==> src/rtl/mem_arb_pkg.sv <==
// Shared types and constants for the two-port memory arbiter.
package mem_arb_pkg;

  typedef enum logic [1:0] {
    OWN_NONE = 2'd0,
    OWN_I    = 2'd1,
    OWN_D    = 2'd2
  } owner_t;

  typedef enum logic {
    ST_ARB  = 1'b0,
    ST_LOCK = 1'b1
  } state_t;

  // Bit positions within the one-hot grant vector.
  localparam int unsigned GNT_I = 0;
  localparam int unsigned GNT_D = 1;

endpackage

==> src/rtl/arb_pick2.sv <==
// Combinational two-way pick between the instruction and data requesters.
// ARB_ROUND_ROBIN_EN: ties go to the port not granted most recently; otherwise d wins.
module arb_pick2
  import mem_arb_pkg::*;
(
  input  logic       i_req_i,
  input  logic       i_req_d,
`ifdef ARB_ROUND_ROBIN_EN
  input  logic       i_last_d,
`endif
  input  logic       i_force_d,
  output logic [1:0] o_gnt
);

  logic w_req_i;
  logic w_tie_to_i;

  always_comb begin
    w_req_i = i_req_i & ~i_force_d;
`ifdef ARB_ROUND_ROBIN_EN
    w_tie_to_i = i_last_d;
`else
    w_tie_to_i = 1'b0;
`endif
    o_gnt = '0;
    if (w_req_i && (!i_req_d || w_tie_to_i)) begin
      o_gnt[GNT_I] = 1'b1;
    end else if (i_req_d) begin
      o_gnt[GNT_D] = 1'b1;
    end
  end

endmodule

==> src/rtl/mem_arbiter.sv <==
// Arbiter sharing one single-cycle-latency memory between an instruction and a data port.
// ARB_ROUND_ROBIN_EN selects round-robin tie breaking; default is fixed priority to d.
module mem_arbiter
  import mem_arb_pkg::*;
#(
  parameter int unsigned ADDR_W = 32,
  parameter int unsigned DATA_W = 32
) (
  input  logic              clock,
  input  logic              reset,
  input  logic              i_req,
  input  logic [ADDR_W-1:0] i_addr,
  output logic              i_gnt,
  output logic              i_rvalid,
  output logic [DATA_W-1:0] i_rdata,
  input  logic              d_req,
  input  logic              d_we,
  input  logic              d_lock,
  input  logic [ADDR_W-1:0] d_addr,
  input  logic [DATA_W-1:0] d_wdata,
  output logic              d_gnt,
  output logic              d_rvalid,
  output logic [DATA_W-1:0] d_rdata,
  output logic              mem_read,
  output logic              mem_write,
  output logic [ADDR_W-1:0] mem_addr,
  output logic [DATA_W-1:0] mem_wdata,
  input  logic [DATA_W-1:0] mem_rdata
);

  state_t     r_state;
  state_t     w_state_nxt;
  owner_t     r_rd_own;
  owner_t     w_rd_own_nxt;
  logic [1:0] w_gnt;
  logic       w_req_i;
  logic       w_req_d;
  logic       w_i_rvalid;
  logic       w_d_rvalid;

  // Masking the requests keeps grants and mem_* quiet during reset.
  assign w_req_i = i_req & ~reset;
  assign w_req_d = d_req & ~reset;

`ifdef ARB_ROUND_ROBIN_EN
  logic r_last_d;

  always_ff @(posedge clock) begin
    if (reset) begin
      r_last_d <= 1'b0;
    end else if (|w_gnt) begin
      r_last_d <= w_gnt[GNT_D];
    end
  end
`endif

  arb_pick2 u_pick (
    .i_req_i   (w_req_i),
    .i_req_d   (w_req_d),
`ifdef ARB_ROUND_ROBIN_EN
    .i_last_d  (r_last_d),
`endif
    .i_force_d (r_state == ST_LOCK),
    .o_gnt     (w_gnt)
  );

  always_ff @(posedge clock) begin
    if (reset) begin
      r_state  <= ST_ARB;
      r_rd_own <= OWN_NONE;
    end else begin
      r_state  <= w_state_nxt;
      r_rd_own <= w_rd_own_nxt;
    end
  end

  always_comb begin
    w_state_nxt = r_state;
    unique case (r_state)
      ST_ARB: begin
        if (w_gnt[GNT_D] && d_lock) w_state_nxt = ST_LOCK;
      end
      ST_LOCK: begin
        if ((w_gnt[GNT_D] && !d_lock) || (!d_req && !d_lock)) w_state_nxt = ST_ARB;
      end
      default: w_state_nxt = ST_ARB;
    endcase

    w_rd_own_nxt = OWN_NONE;
    if (w_gnt[GNT_I]) begin
      w_rd_own_nxt = OWN_I;
    end else if (w_gnt[GNT_D] && !d_we) begin
      w_rd_own_nxt = OWN_D;
    end
  end

  // Gating rvalid with reset drops a read granted just before reset.
  always_comb begin
    i_gnt      = w_gnt[GNT_I];
    d_gnt      = w_gnt[GNT_D];
    mem_read   = w_gnt[GNT_I] | (w_gnt[GNT_D] & ~d_we);
    mem_write  = w_gnt[GNT_D] & d_we;
    mem_addr   = '0;
    mem_wdata  = '0;
    if (w_gnt[GNT_I]) begin
      mem_addr = i_addr;
    end else if (w_gnt[GNT_D]) begin
      mem_addr  = d_addr;
      mem_wdata = d_wdata;
    end
    w_i_rvalid = (r_rd_own == OWN_I) && !reset;
    w_d_rvalid = (r_rd_own == OWN_D) && !reset;
    i_rvalid   = w_i_rvalid;
    d_rvalid   = w_d_rvalid;
    i_rdata    = w_i_rvalid ? mem_rdata : '0;
    d_rdata    = w_d_rvalid ? mem_rdata : '0;
  end

endmodule

==> config.mk <==
export PLATFORM = sky130hd
export DESIGN_NAME = mem_arbiter
export DESIGN_NICKNAME = d
export VERILOG_FILES = /design/src/rtl/mem_arb_pkg.sv /design/src/rtl/arb_pick2.sv /design/src/rtl/mem_arbiter.sv
export SDC_FILE = /design/constraint.sdc
export NUM_CORES = 1
export LEC_CHECK = 0
export BUFFER_PORTS_ARGS = -buffer_cell sky130_fd_sc_hd__buf_2
export CAP_MARGIN = 20
export CORE_AREA = 2 2 103 105
export DETAILED_ROUTE_END_ITERATION = 10
export DIE_AREA = 0 0 105 107
export GPL_TIMING_DRIVEN = 0
export HOLD_SLACK_MARGIN = 0.15
export SLEW_MARGIN = 10
export SYNTH_ARGS = -nofsm -noshare
export SYNTH_HDL_FRONTEND = slang
export SYNTH_SLANG_ARGS = --single-unit
==> constraint.sdc <==
create_clock -name clock -period 1.16 [get_ports clock]
set_input_delay 0.232 -clock clock [delete_from_list [all_inputs] [get_ports clock]]
set_output_delay 0.232 -clock clock [all_outputs]
set_load 0.02 [all_outputs]
# Word-level counts from Yosys, hierarchy flattened
# Cells that the tools add are included.
# op_classes
n_eq_ne,2
mux,14
bitwise,9
n_reduce_logical,14
# ops
op,count
$mux W32,6
$logic_and A1 B1 Y1,7
$mux W1,6
$and A1 B1 Y1,5
$logic_not A1 Y1,5
$not A1 Y1,3
$eq A2 B1 Y1 const B,1
$eq A2 B2 Y1 const B,1
$mux W2,1
$pmux W1 S2,1
$reduce_or A2 Y1,1
$logic_or A1 B1 Y1,1
$or A1 B1 Y1,1
# word_totals
register_bits,3
inputBits,134
out_inout_bits,134
word_cells,42

# Longest topological paths before layout
# Gate-level depths: netlist of the first run.
# logic_depth
word_depth,9
ltp_mapped,4
ltp_nobuf,2

# Hierarchy
# From an unflattened synthesis of the first run, not the netlist that was laid out.
# unflattened
hier_cells,164
area_unflattened_um2,1228.7
# modules_own_cells
module,n_inst,cells_per_inst,area_per_inst_um2,seq_area_each_um2
mem_arbiter,1,162,1212.4,60.1
arb_pick2,1,2,16.3,0.0

# Least setup slack after synthesis of the first run
# No wires, ideal clock.
# synth_path
path_type,register -> output
startpoint,register r_state
endpoint,output port mem_read
arrival_time_ns,1.245
required_time_ns,0.928
setup_slack_ns,-0.317
stages_incl_launch_ff,4
path_buffers,1
cell_sequence,dfxtp_1 -> clkbuf_1 -> or3b_1 -> a21oi_1
# synth_between
elab_chain_len,6
word_cells_on_any_way,7
cone_classes,mux: 2; bitwise: 4; reduce/logical: 1
# synth_rtl
item,line,source
"start, declared",mem_arbiter.sv:31,state_t r_state;
"start signal, assigned",mem_arbiter.sv:72,r_state <= w_state_nxt;
$not A1 Y1 (*),n/a,
$and A1 B1 Y1 (*),arb_pick2.sv:19,w_req_i = i_req_i & ~i_force_d;
$logic_and A1 B1 Y1 (*),arb_pick2.sv:26,if (w_req_i && (!i_req_d || w_tie_to_i)) begin
$mux W1,arb_pick2.sv:26,
$and A1 B1 Y1,mem_arbiter.sv:101,mem_read = w_gnt[GNT_I] | (w_gnt[GNT_D] & ~d_we);
$or A1 B1 Y1 (*),mem_arbiter.sv:101,
"end, declared",mem_arbiter.sv:24,"output logic mem_read,"
# Every way passes the cells marked *; elsewhere a longest branch is shown, timed or not.

# Final worst setup path of the first run
# Ends and elaborated chain as after synthesis.

==> summary.txt, run 1 <==
Status
  • Outcome: complete, but fails checks
  • Violated checks: negative setup slack

Final layout
  • Ant diodes: 0
  • Final Util: 0.475
  • Layout cells sized above 1: 0.872
  • FF+latch area: around 66 um^2
  • Number of fill cells: between 900 and 1000
  • Most frequent cells in the layout: buf_2, buf_6, and2_4, buf_4
  • Synth-to-Final Area Change: 212%
  • Commonest non-fill, non-tap cell in the layout: buf_2
  • Post-route cell area: 4790 um^2
  • Area of the multi-input gates: roughly 1800 um^2
  • Final #Nets: 674

Timing
  • Rel. slew slack: 0.742
  • Final count of hold timing violations: 0
  • Final Cycle Share: 1.38
  • Final Max Tran Viols: 0
  • Setup-failing EPs final: between 100 and 150
  • Clock Skews: roughly 0.033 ps
  • RSZ-0062 raised after global routing: true
  • Post-layout min period: between 1500 and 2000 ps
  • Fmax: between 600 and 700 MHz
  • Worst setup margin: -444 ps
  • Setup TNS: -43450 ps
  • Worst-margin pin slew: just under 400 ps

Global routing
  • Vias in the first global route: 3014
  • Grt met3 use: 0.0243
  • GRT overflow: 0
  • Total Routing Usage GR: 0.169
  • Global route hottest layer: met2
  • Global-route wire length before repair: 15500 um
  • Largest net degree at the start of global routing: 11
  • Met1 global-route usage: 0.182
  • Initial antenna violation count: 0
  • Met2 GRT Util: 0.342

Die
  • Die Area: ~11000 um^2
  • Die X: ~110 um
  • Row count: 37
  • Initial core utilization: 0.152
  • I/O pin count: 268
  • Die Ht: ~110 um
  • Core Box Area: a little over 10000 um^2

Worst setup path
  • Critical path launch point type: register
  • CP Max Fanout: 7
  • Setup crit end: mem_read
  • Reg2reg end: r_rd_own[0]$_SDFF_PP0_
  • Register-to-register setup slack: around 80 ps
  • Cell family with most CP delay: simple AND/OR/NAND/NOR gates
  • CP Capture Type: output pin
  • Worst Setup SP: r_state$_SDFF_PP0_
  • Crit-path max cell delay: about 370 ps
  • Worst R2R Path Depth: 4
  • CP required: 930 ps
  • CP bufs+invs: 2
  • Critical-path top delay cell: or3b_4
  • CP Cell Sequence: clkbuf_8 -> or3b_4 -> a21oi_4 -> buf_6
  • Path length in cells of the critical path: 4
  • Crit path DAT: around 1400 ps
  • Worst reg2reg startpoint: r_state$_SDFF_PP0_
  • CP Class: register to output pin

Synthesis
  • Synth Warn #: 0
  • Synth cell types: 16
  • Sequential share of the synthesized area: 0.0392
  • Syn nets: around 370
  • Avg Cell Area, Syn: approximately 6.6 um^2
  • Post-synthesis register bit count: 3
  • Synthesized instance count: roughly 230
  • Mapped Area: approximately 1500 um^2

Worst hold path
  • Hold Path Class: input pin to register
  • Hold depth: 2

Detailed routing
  • Via/cell ratio: 4.30
  • Detailed router's first-iteration violation count: 56
  • Routed wire length: between 10000 and 15000 um
  • Antenna viol nets, final: 0
  • WL/cell: 15.6 um
  • Vias: a little under 3000
  • First drt pass iteration count: 6
  • DRC: 0

Placement
  • DP Wirelength: between 7000 and 8000 um
  • Pre-CTS setup slack: -424 ps
  • Post-Place Cell Area: roughly 3300 um^2
  • IO Port Bufs: 267
  • Final Wtd Congestion: 0.801

Clock network
  • H-tree depth: 1
  • Clock sink total: 3
  • Clk_lat worst skew: roughly 220 ps
  • Clk buf depth: 2
  • Clock transition at path regs: 30 ps
  • CTS Buf Count: 3
  • Post-CTS Hold Buffers: 0
  • CTS tree: done
  • Clock root cell: clkbuf_8

Power and ir drop
  • Overall power: 0.00183 W
  • Pleak: 2.38 nW
  • Power Density: between 300 and 400 nW/um^2
  • Highest ir drop seen on vdd: around 0.17 mV

Job
  • Max_cap viols: 0
[timing repair]
item,4_1_cts,5_1_grt
setup buffers,20,10
cloned,9,1
pin swaps,85,20
hold endpoints to repair,0,0
endpoints found under the setup margin,134,134
gates resized for setup,331,64
[Yosys cell counts]
cell type | count | area, um^2
buf_2 | 9 | 45.0
dfxtp_1 | 3 | 60.1
nand2b_1 | 1 | 6.26
and2_1 | 97 | 607
a21oi_1 | 33 | 165
nor3b_1 | 1 | 7.51
nor2b_1 | 1 | 6.26
nor4b_2 | 2 | 30.0
nor2_1 | 1 | 3.75
nor3b_2 | 2 | 25.0
nor2b_2 | 1 | 8.76
clkbuf_1 | 15 | 56.3
nand2_1 | 32 | 120
buf_6 | 2 | 22.5
or3b_1 | 1 | 8.76
nand4bb_1 | 32 | 360
[kinds of logic (layout without fill, tap and decap cells)]
group	count (synthesis)	count (layout)	share of synthesized area
AND/OR/NAND/NOR	171	171	0.772
AO/OA/AOI/OAI	33	33	0.108
buffers and inverters	26	332	0.0808
flip-flops	3	3	0.0392
[report_power, final]
group,internal (W),switching [W]
clock network,0.000235,0.0000709
logic,0.000767,0.000642
registers,0.000108,0.00000678
total,0.00111,0.000719
[worst min-delay path by stage]
stage                        endpoint  slack, ps  from
2_1_floorplan  r_rd_own[1]$_SDFF_PP0_        300  d_we
3_3_place_gp   r_rd_own[1]$_SDFF_PP0_        440  d_we
3_5_place_dp   r_rd_own[1]$_SDFF_PP0_        440  d_we
4_1_cts        r_rd_own[1]$_SDFF_PP0_        210  d_we
5_1_grt        r_rd_own[1]$_SDFF_PP0_        220  d_we
6_report       r_rd_own[1]$_SDFF_PP0_        210  d_we
[layer usage]
layer  share of wire  wire length [um]
met4           0.015               155
met1            0.37              3910
met5               0                 0
met3           0.076               806
met2            0.54              5670
[layout make-up]
type,count,area share
Timing Repair Buffer,304,0.524
Multi-Input combinational cell,204,0.368
Buffer,24,0.0489
Tap cell,136,0.0355
Sequential cell,3,0.0138
Clock buffer,4,0.00940
[through the flow]
stage               hold slack (ps)  instances
floorplan                       304        233
global placement                440        636
detailed placement              440        636
CTS                             212        669
global route                    219        675
finish                          207        675
[flip-flops by register name, indices dropped and copies added, names as in the netlist]
| name | count |
|---|---|
| r_state | 1 |
| r_rd_own | 2 |
No activity file was read; power rests on OpenSTA's default activity.
==> run 2: changes to the inputs <==
==> constraint.sdc (replaced) <==
create_clock -name clock -period 1.16 [get_ports clock]
set_input_delay 0.232 -clock clock [delete_from_list [all_inputs] [get_ports clock]]
set_output_delay 0.232 -clock clock [all_outputs]
set_load 0.05 [all_outputs]
==> run 2 against run 1 <==
  * Sequential share of layout area fell by 0.15 points
  * Critical path depth unchanged
  * The flow still finishes with violations (negative setup slack)
  * Maximum frequency down 1.6%
  * First-iteration DRC count rose by 140%
  * Worst hold slack worse by 4.0 ps
  * Highest routed layer unchanged
  * Via count grew 1.1%
  * Largest cell class unchanged
==> summary.txt, run 2 (synthesis gave the netlist of run 1 again) <==
Final layout
  • FF+latch area: a little under 70 um^2
  • Biggest regs: r_rd_own: 2 flops, r_state: 1 flops
  • Number of fill cells: approximately 840
  • Most flops, register: r_rd_own
  • Synth-to-Final Area Change: 265%
  • Layout cells sized above 1: 0.890
  • Final Util: 0.554
  • Area of the multi-input gates: between 2000 and 2500 um^2
  • Most frequent cells in the layout: buf_2, buf_8, and2_4, buf_6, nand2_1
  • Final #Nets: roughly 670
  • Largest register FFs: 2
  • Ant diodes: 0
  • Post-route cell area: around 5600 um^2
  • Cell Count, Final, Fillers Out: around 670
  • Commonest non-fill, non-tap cell in the layout: buf_2

Die
  • Die X: about 110 um
  • Die Ht: 107 um
  • Die Area: 11200 um^2
  • Initial core utilization: 0.152
  • Core Box Area: around 10000 um^2
  • Row count: 37
  • I/O pin count: about 270

Clock network
  • Clock sink total: 3
  • Clk buf depth: 2
  • H-tree depth: 1
  • Post-CTS Hold Buffers: 0
  • Clock transition at path regs: roughly 30 ps
  • Clk_lat worst skew: 210 ps
  • Clock root cell: clkbuf_8
  • CTS tree: done
  • CTS Buf Count: 3

Status
  • Violated checks: negative setup slack
  • Outcome: complete, but fails checks

Timing
  • Setup-failing EPs final: about 140
  • RSZ-0062 raised after global routing: true
  • Fmax: between 600 and 700 MHz
  • Final Max Tran Viols: 0
  • Clock Skews: a little under 0.5 ps
  • Worst setup margin: -470 ps
  • Final Cycle Share: 1.41
  • Worst-margin pin slew: between 300 and 400 ps
  • Final count of hold timing violations: 0
  • Worst hold slack: roughly 200 ps
  • Rel. slew slack: 0.739
  • Post-layout min period: about 1600 ps

Worst hold path
  • Hold Path Class: input pin to register

Placement
  • Final Wtd Congestion: 0.786
  • Pre-CTS setup slack: -545 ps
  • Dpl cells: roughly 640
  • IO Port Bufs: around 270
  • DP Wirelength: between 7000 and 8000 um
  • Post-Place Cell Area: between 3000 and 4000 um^2

Detailed routing
  • Via/cell ratio: ~4.4
  • DRC: 0
  • Vias: 2933
  • Detailed router's first-iteration violation count: around 130
  • Antenna viol nets, final: 0
  • Routed wire length: 11300 um
  • First drt pass iteration count: 4
  • WL/cell: roughly 17 um

Power and ir drop
  • Pleak: about 2.6 nW
  • Power Density: 432 nW/um^2
  • Highest ir drop seen on vdd: approximately 0.49 mV

Global routing
  • Initial antenna violation count: 0
  • Vias in the first global route: 3078
  • Largest net degree at the start of global routing: 11
  • Total Routing Usage GR: 0.180
  • GRT overflow: 0
  • Global-route wire length before repair: about 16000 um

Worst setup path
  • CP Class: register to output pin
  • CP Max Fanout: 7
  • CP Capture Type: output pin
  • Crit path DAT: roughly 1400 ps
  • CP required: 930 ps
  • Critical path launch point type: register

Job
  • Max_cap viols: 0
-- run 2: cell count changes in the layout (fill, tap and decap cells not counted), sizes merged --
cell	before	now
nor2b	2	3
buf	317	310
clkbuf	15	18
-- run 2: power by group --
group          internal (W)  switching, W  leakage, nW
combinational      0.000934       0.00107         2.52
clock              0.000234     0.0000680       0.0228
sequential         0.000106    0.00000669       0.0264
-- run 2: timing repair --
| action | 4_1_cts | 5_1_grt |
|---|---|---|
| gates cloned | 6 | 4 |
| gates resized for setup | 408 | 30 |
| endpoints found under the setup margin | 134 | 136 |
| pin swaps | 34 | 13 |
| setup buffers | 19 | 8 |
-- run 2: routing by layer --
metal	track usage	wire, um	share of wire	vias to the layer above
met5	0	0	0	-
li1	-	-	-	1393
met2	0.356	6040	0.54	173
met4	0.0410	244	0.022	0
met1	0.192	4090	0.36	1347
met3	0.0413	873	0.078	20
-- run 2: worst paths after layout --
| path | start | endpoint | slack, ps | depth (start not counted) |
|---|---|---|---|---|
| max | r_state$_SDFF_PP0_ | mem_read | -470 | 4 |
| min | d_we | r_rd_own[1]$_SDFF_PP0_ | 200 | 2 |
| min reg2reg | r_state$_SDFF_PP0_ | r_rd_own[0]$_SDFF_PP0_ | 910 | 5 |
| max reg2reg | r_state$_SDFF_PP0_ | r_rd_own[0]$_SDFF_PP0_ | -10 | 5 |
-- run 2: final cells by class --
class	count	area share
Multi-Input combinational cell	205	0.369
Sequential cell	3	0.0123
Timing Repair Buffer	300	0.532
Clock buffer	4	0.00805
Buffer	24	0.0487
Tap cell	136	0.0304
-- run 2: critical path, stage by stage, from the launching register on --
cell,delay (ps)
dfxtp_4,360
clkbuf_16,150
or3b_4,380
a21oi_4,140
buf_8,160
-- run 2: per-stage QoR --
| step | power, W | TNS [ps] |
|---|---|---|
| floorplan | 0.00113 | -16100 |
| global placement | 0.00157 | -55880 |
| detailed placement | 0.00158 | -58430 |
| CTS | 0.00236 | -50070 |
| global route | 0.00253 | -56070 |
| finish | 0.00242 | -48710 |
==> run 3: changes to the inputs <==
--- a/config.mk
+++ b/config.mk
@@ -7,11 +7,13 @@
 export LEC_CHECK = 0
 export BUFFER_PORTS_ARGS = -buffer_cell sky130_fd_sc_hd__buf_2
 export CAP_MARGIN = 20
-export CORE_AREA = 2 2 103 105
+export CELL_PAD_IN_SITES_DETAIL_PLACEMENT = 1
+export CELL_PAD_IN_SITES_GLOBAL_PLACEMENT = 1
+export CORE_UTILIZATION = 14
 export DETAILED_ROUTE_END_ITERATION = 10
-export DIE_AREA = 0 0 105 107
 export GPL_TIMING_DRIVEN = 0
 export HOLD_SLACK_MARGIN = 0.15
+export PLACE_DENSITY_LB_ADDON = 0.1
 export SLEW_MARGIN = 10
 export SYNTH_ARGS = -nofsm -noshare
 export SYNTH_HDL_FRONTEND = slang
==> run 3 against run 2 <==
  * The flow still finishes with violations (negative setup slack)
  * Design area rose by 2.5%
  * Cell count grew 0.74%
  * Routed wire length rose by 6.1%
  * Worst setup slack worse by 24 ps
  * Sequential share of layout area is 0.073 points lower
  * Core utilization is 0.64 points lower
  * Global-route usage grew 2.2 points
  * Worst hold slack better by 37 ps
  * Combinational power is 3% higher
  * Non-clock buffer count rose by 6
  * Via count about the same
  * Largest cell class unchanged
==> summary.txt, run 3 (synthesis gave the netlist of run 1 again) <==
Status
  • Outcome: complete, but fails checks
  • Violated checks: negative setup slack

Die
  • Row count: 37
  • Core Box Area: between 10000 and 15000 um^2
  • Initial core utilization: 0.146
  • Die Area: 11400 um^2
  • I/O pin count: 268
  • Die Ht: approximately 110 um
  • Die X: between 100 and 150 um

Global routing
  • Largest net degree at the start of global routing: 11
  • GRT overflow: 0
  • Total Routing Usage GR: 0.202
  • Vias in the first global route: 3325
  • Global-route wire length before repair: about 18000 um
  • Initial antenna violation count: 0

Clock network
  • Clk_lat worst skew: between 200 and 250 ps
  • CTS Buf Count: 3
  • Clk buf depth: 2
  • Clock root cell: clkbuf_8
  • CTS tree: done
  • H-tree depth: 1
  • Clock sink total: 3
  • Clock transition at path regs: about 30 ps

Worst setup path
  • CP Capture Type: output pin
  • Critical-path top delay cell: dfxtp_4
  • Crit-path max cell delay: approximately 370 ps
  • CP Max Fanout: 6
  • Crit path DAT: 1420 ps
  • CP required: roughly 930 ps
  • CP Cell Sequence: clkbuf_16 -> or3b_4 -> a21oi_4 -> buf_8
  • CP Class: register to output pin
  • Critical path launch point type: register

Detailed routing
  • Via/cell ratio: 4.34
  • Routed wire length: around 12000 um
  • Antenna viol nets, final: 0
  • Vias: just under 3000
  • First drt pass iteration count: 4
  • DRC: 0
  • WL/cell: between 15 and 20 um
  • Detailed router's first-iteration violation count: 53

Placement
  • Post-Place Cell Area: around 3700 um^2
  • IO Port Bufs: approximately 270
  • DP Wirelength: 8080 um
  • Final Wtd Congestion: about 0.77

Final layout
  • Layout cells sized above 1: 0.895
  • Post-route cell area: between 5000 and 6000 um^2
  • Ant diodes: 0
  • Most frequent cells in the layout: buf_2, buf_8, and2_4, buf_6, nand2_1
  • Final #Nets: roughly 680
  • Number of fill cells: 1161
  • Biggest regs: r_rd_own: 2 flops, r_state: 1 flops
  • Synth-to-Final Area Change: 274%
  • Most flops, register: r_rd_own
  • Largest register FFs: 2
  • Commonest non-fill, non-tap cell in the layout: buf_2

Timing
  • RSZ-0062 raised after global routing: true
  • Clock Skews: ~4 ps
  • Setup TNS: -50350 ps
  • Final Cycle Share: 1.43
  • Worst setup margin: -494 ps
  • Setup-failing EPs final: around 130
  • Final Max Tran Viols: 0
  • Fmax: 604 MHz
  • Rel. slew slack: 0.699
  • Worst-margin pin slew: about 450 ps
  • Final count of hold timing violations: 0
  • Post-layout min period: roughly 1700 ps

Worst hold path
  • Hold Path Class: input pin to register

Power and ir drop
  • Power Density: 430 nW/um^2
  • Highest ir drop seen on vdd: between 0.2 and 0.25 mV
  • Overall power: 0.00247 W
  • Pleak: about 2.6 nW

Job
  • Max_cap viols: 0
## run 3: cell types whose count changed in the layout (fill, tap and decap cells not counted), sizes merged
cell / previous run / this run
buf: 310 / 315
nor2b: 3 / 2
clkbuf: 18 / 19
## run 3: cell type report
class                           count  area (um^2)  share of cell area
Tap cell                          136          170              0.0297
Clock buffer                        4         45.0             0.00786
Buffer                             25          317              0.0552
Multi-Input combinational cell    204         2080               0.364
Sequential cell                     3         66.3              0.0116
Timing Repair Buffer              305         3050               0.532
## run 3: through the flow
| stage | utilization | setup slack (ps) | std cells | hold slack [ps] |
|---|---|---|---|---|
| after global placement | 0.350 | -457 | 636 | 461 |
| after CTS | 0.530 | -486 | 671 | 252 |
| final | 0.548 | -494 | 677 | 240 |
| after floorplan | - | -263 | 233 | 296 |
| after global routing | 0.548 | -528 | 677 | 248 |
| after detailed placement | 0.350 | -489 | 636 | 459 |
## run 3: repair_timing
action	in CTS	in global routing
pin swaps	29	13
resized for setup	416	24
buffers inserted	24	9
endpoints found under the setup margin	134	135
hold buffers	0	0
cloned	8	2
hold endpoints to repair	0	0
## run 3: metal layers
layer / track usage / up-vias / routed length, um
li1: - / 1398 / -
met2: 0.397 / 151 / 6750
met4: 0.0616 / 0 / 279
met1: 0.204 / 1366 / 4040
met5: 0 / - / 0
met3: 0.0529 / 20 / 871
## run 3: critical path, delay by kind of cell, from the launching register on
kind,cells,cell delay [ps]
buffers and inverters,2,310
flip-flops,1,370
AND/OR/NAND/NOR,1,370
AO/OA/AOI/OAI,1,150
## run 3: report_power, final
| group | total, W | switching (W) | internal, W | leakage [nW] |
|---|---|---|---|---|
| clock | 0.000301 | 0.0000670 | 0.000234 | 0.0228 |
| combinational | 0.00205 | 0.00107 | 0.000976 | 2.57 |
| sequential | 0.000116 | 0.00000743 | 0.000108 | 0.0261 |
| total | 0.00247 | 0.00115 | 0.00132 | 2.62 |
## run 3: path summary, 6_finish.rpt
kind	from	endpoint	slack (ps)	depth (start not counted)
setup / recovery	r_state$_SDFF_PP0_	mem_read	-490	4
hold / removal	d_we	r_rd_own[1]$_SDFF_PP0_	240	2
setup reg to reg	r_state$_SDFF_PP0_	r_rd_own[0]$_SDFF_PP0_	60	4
hold reg to reg	r_state$_SDFF_PP0_	r_rd_own[0]$_SDFF_PP0_	860	4
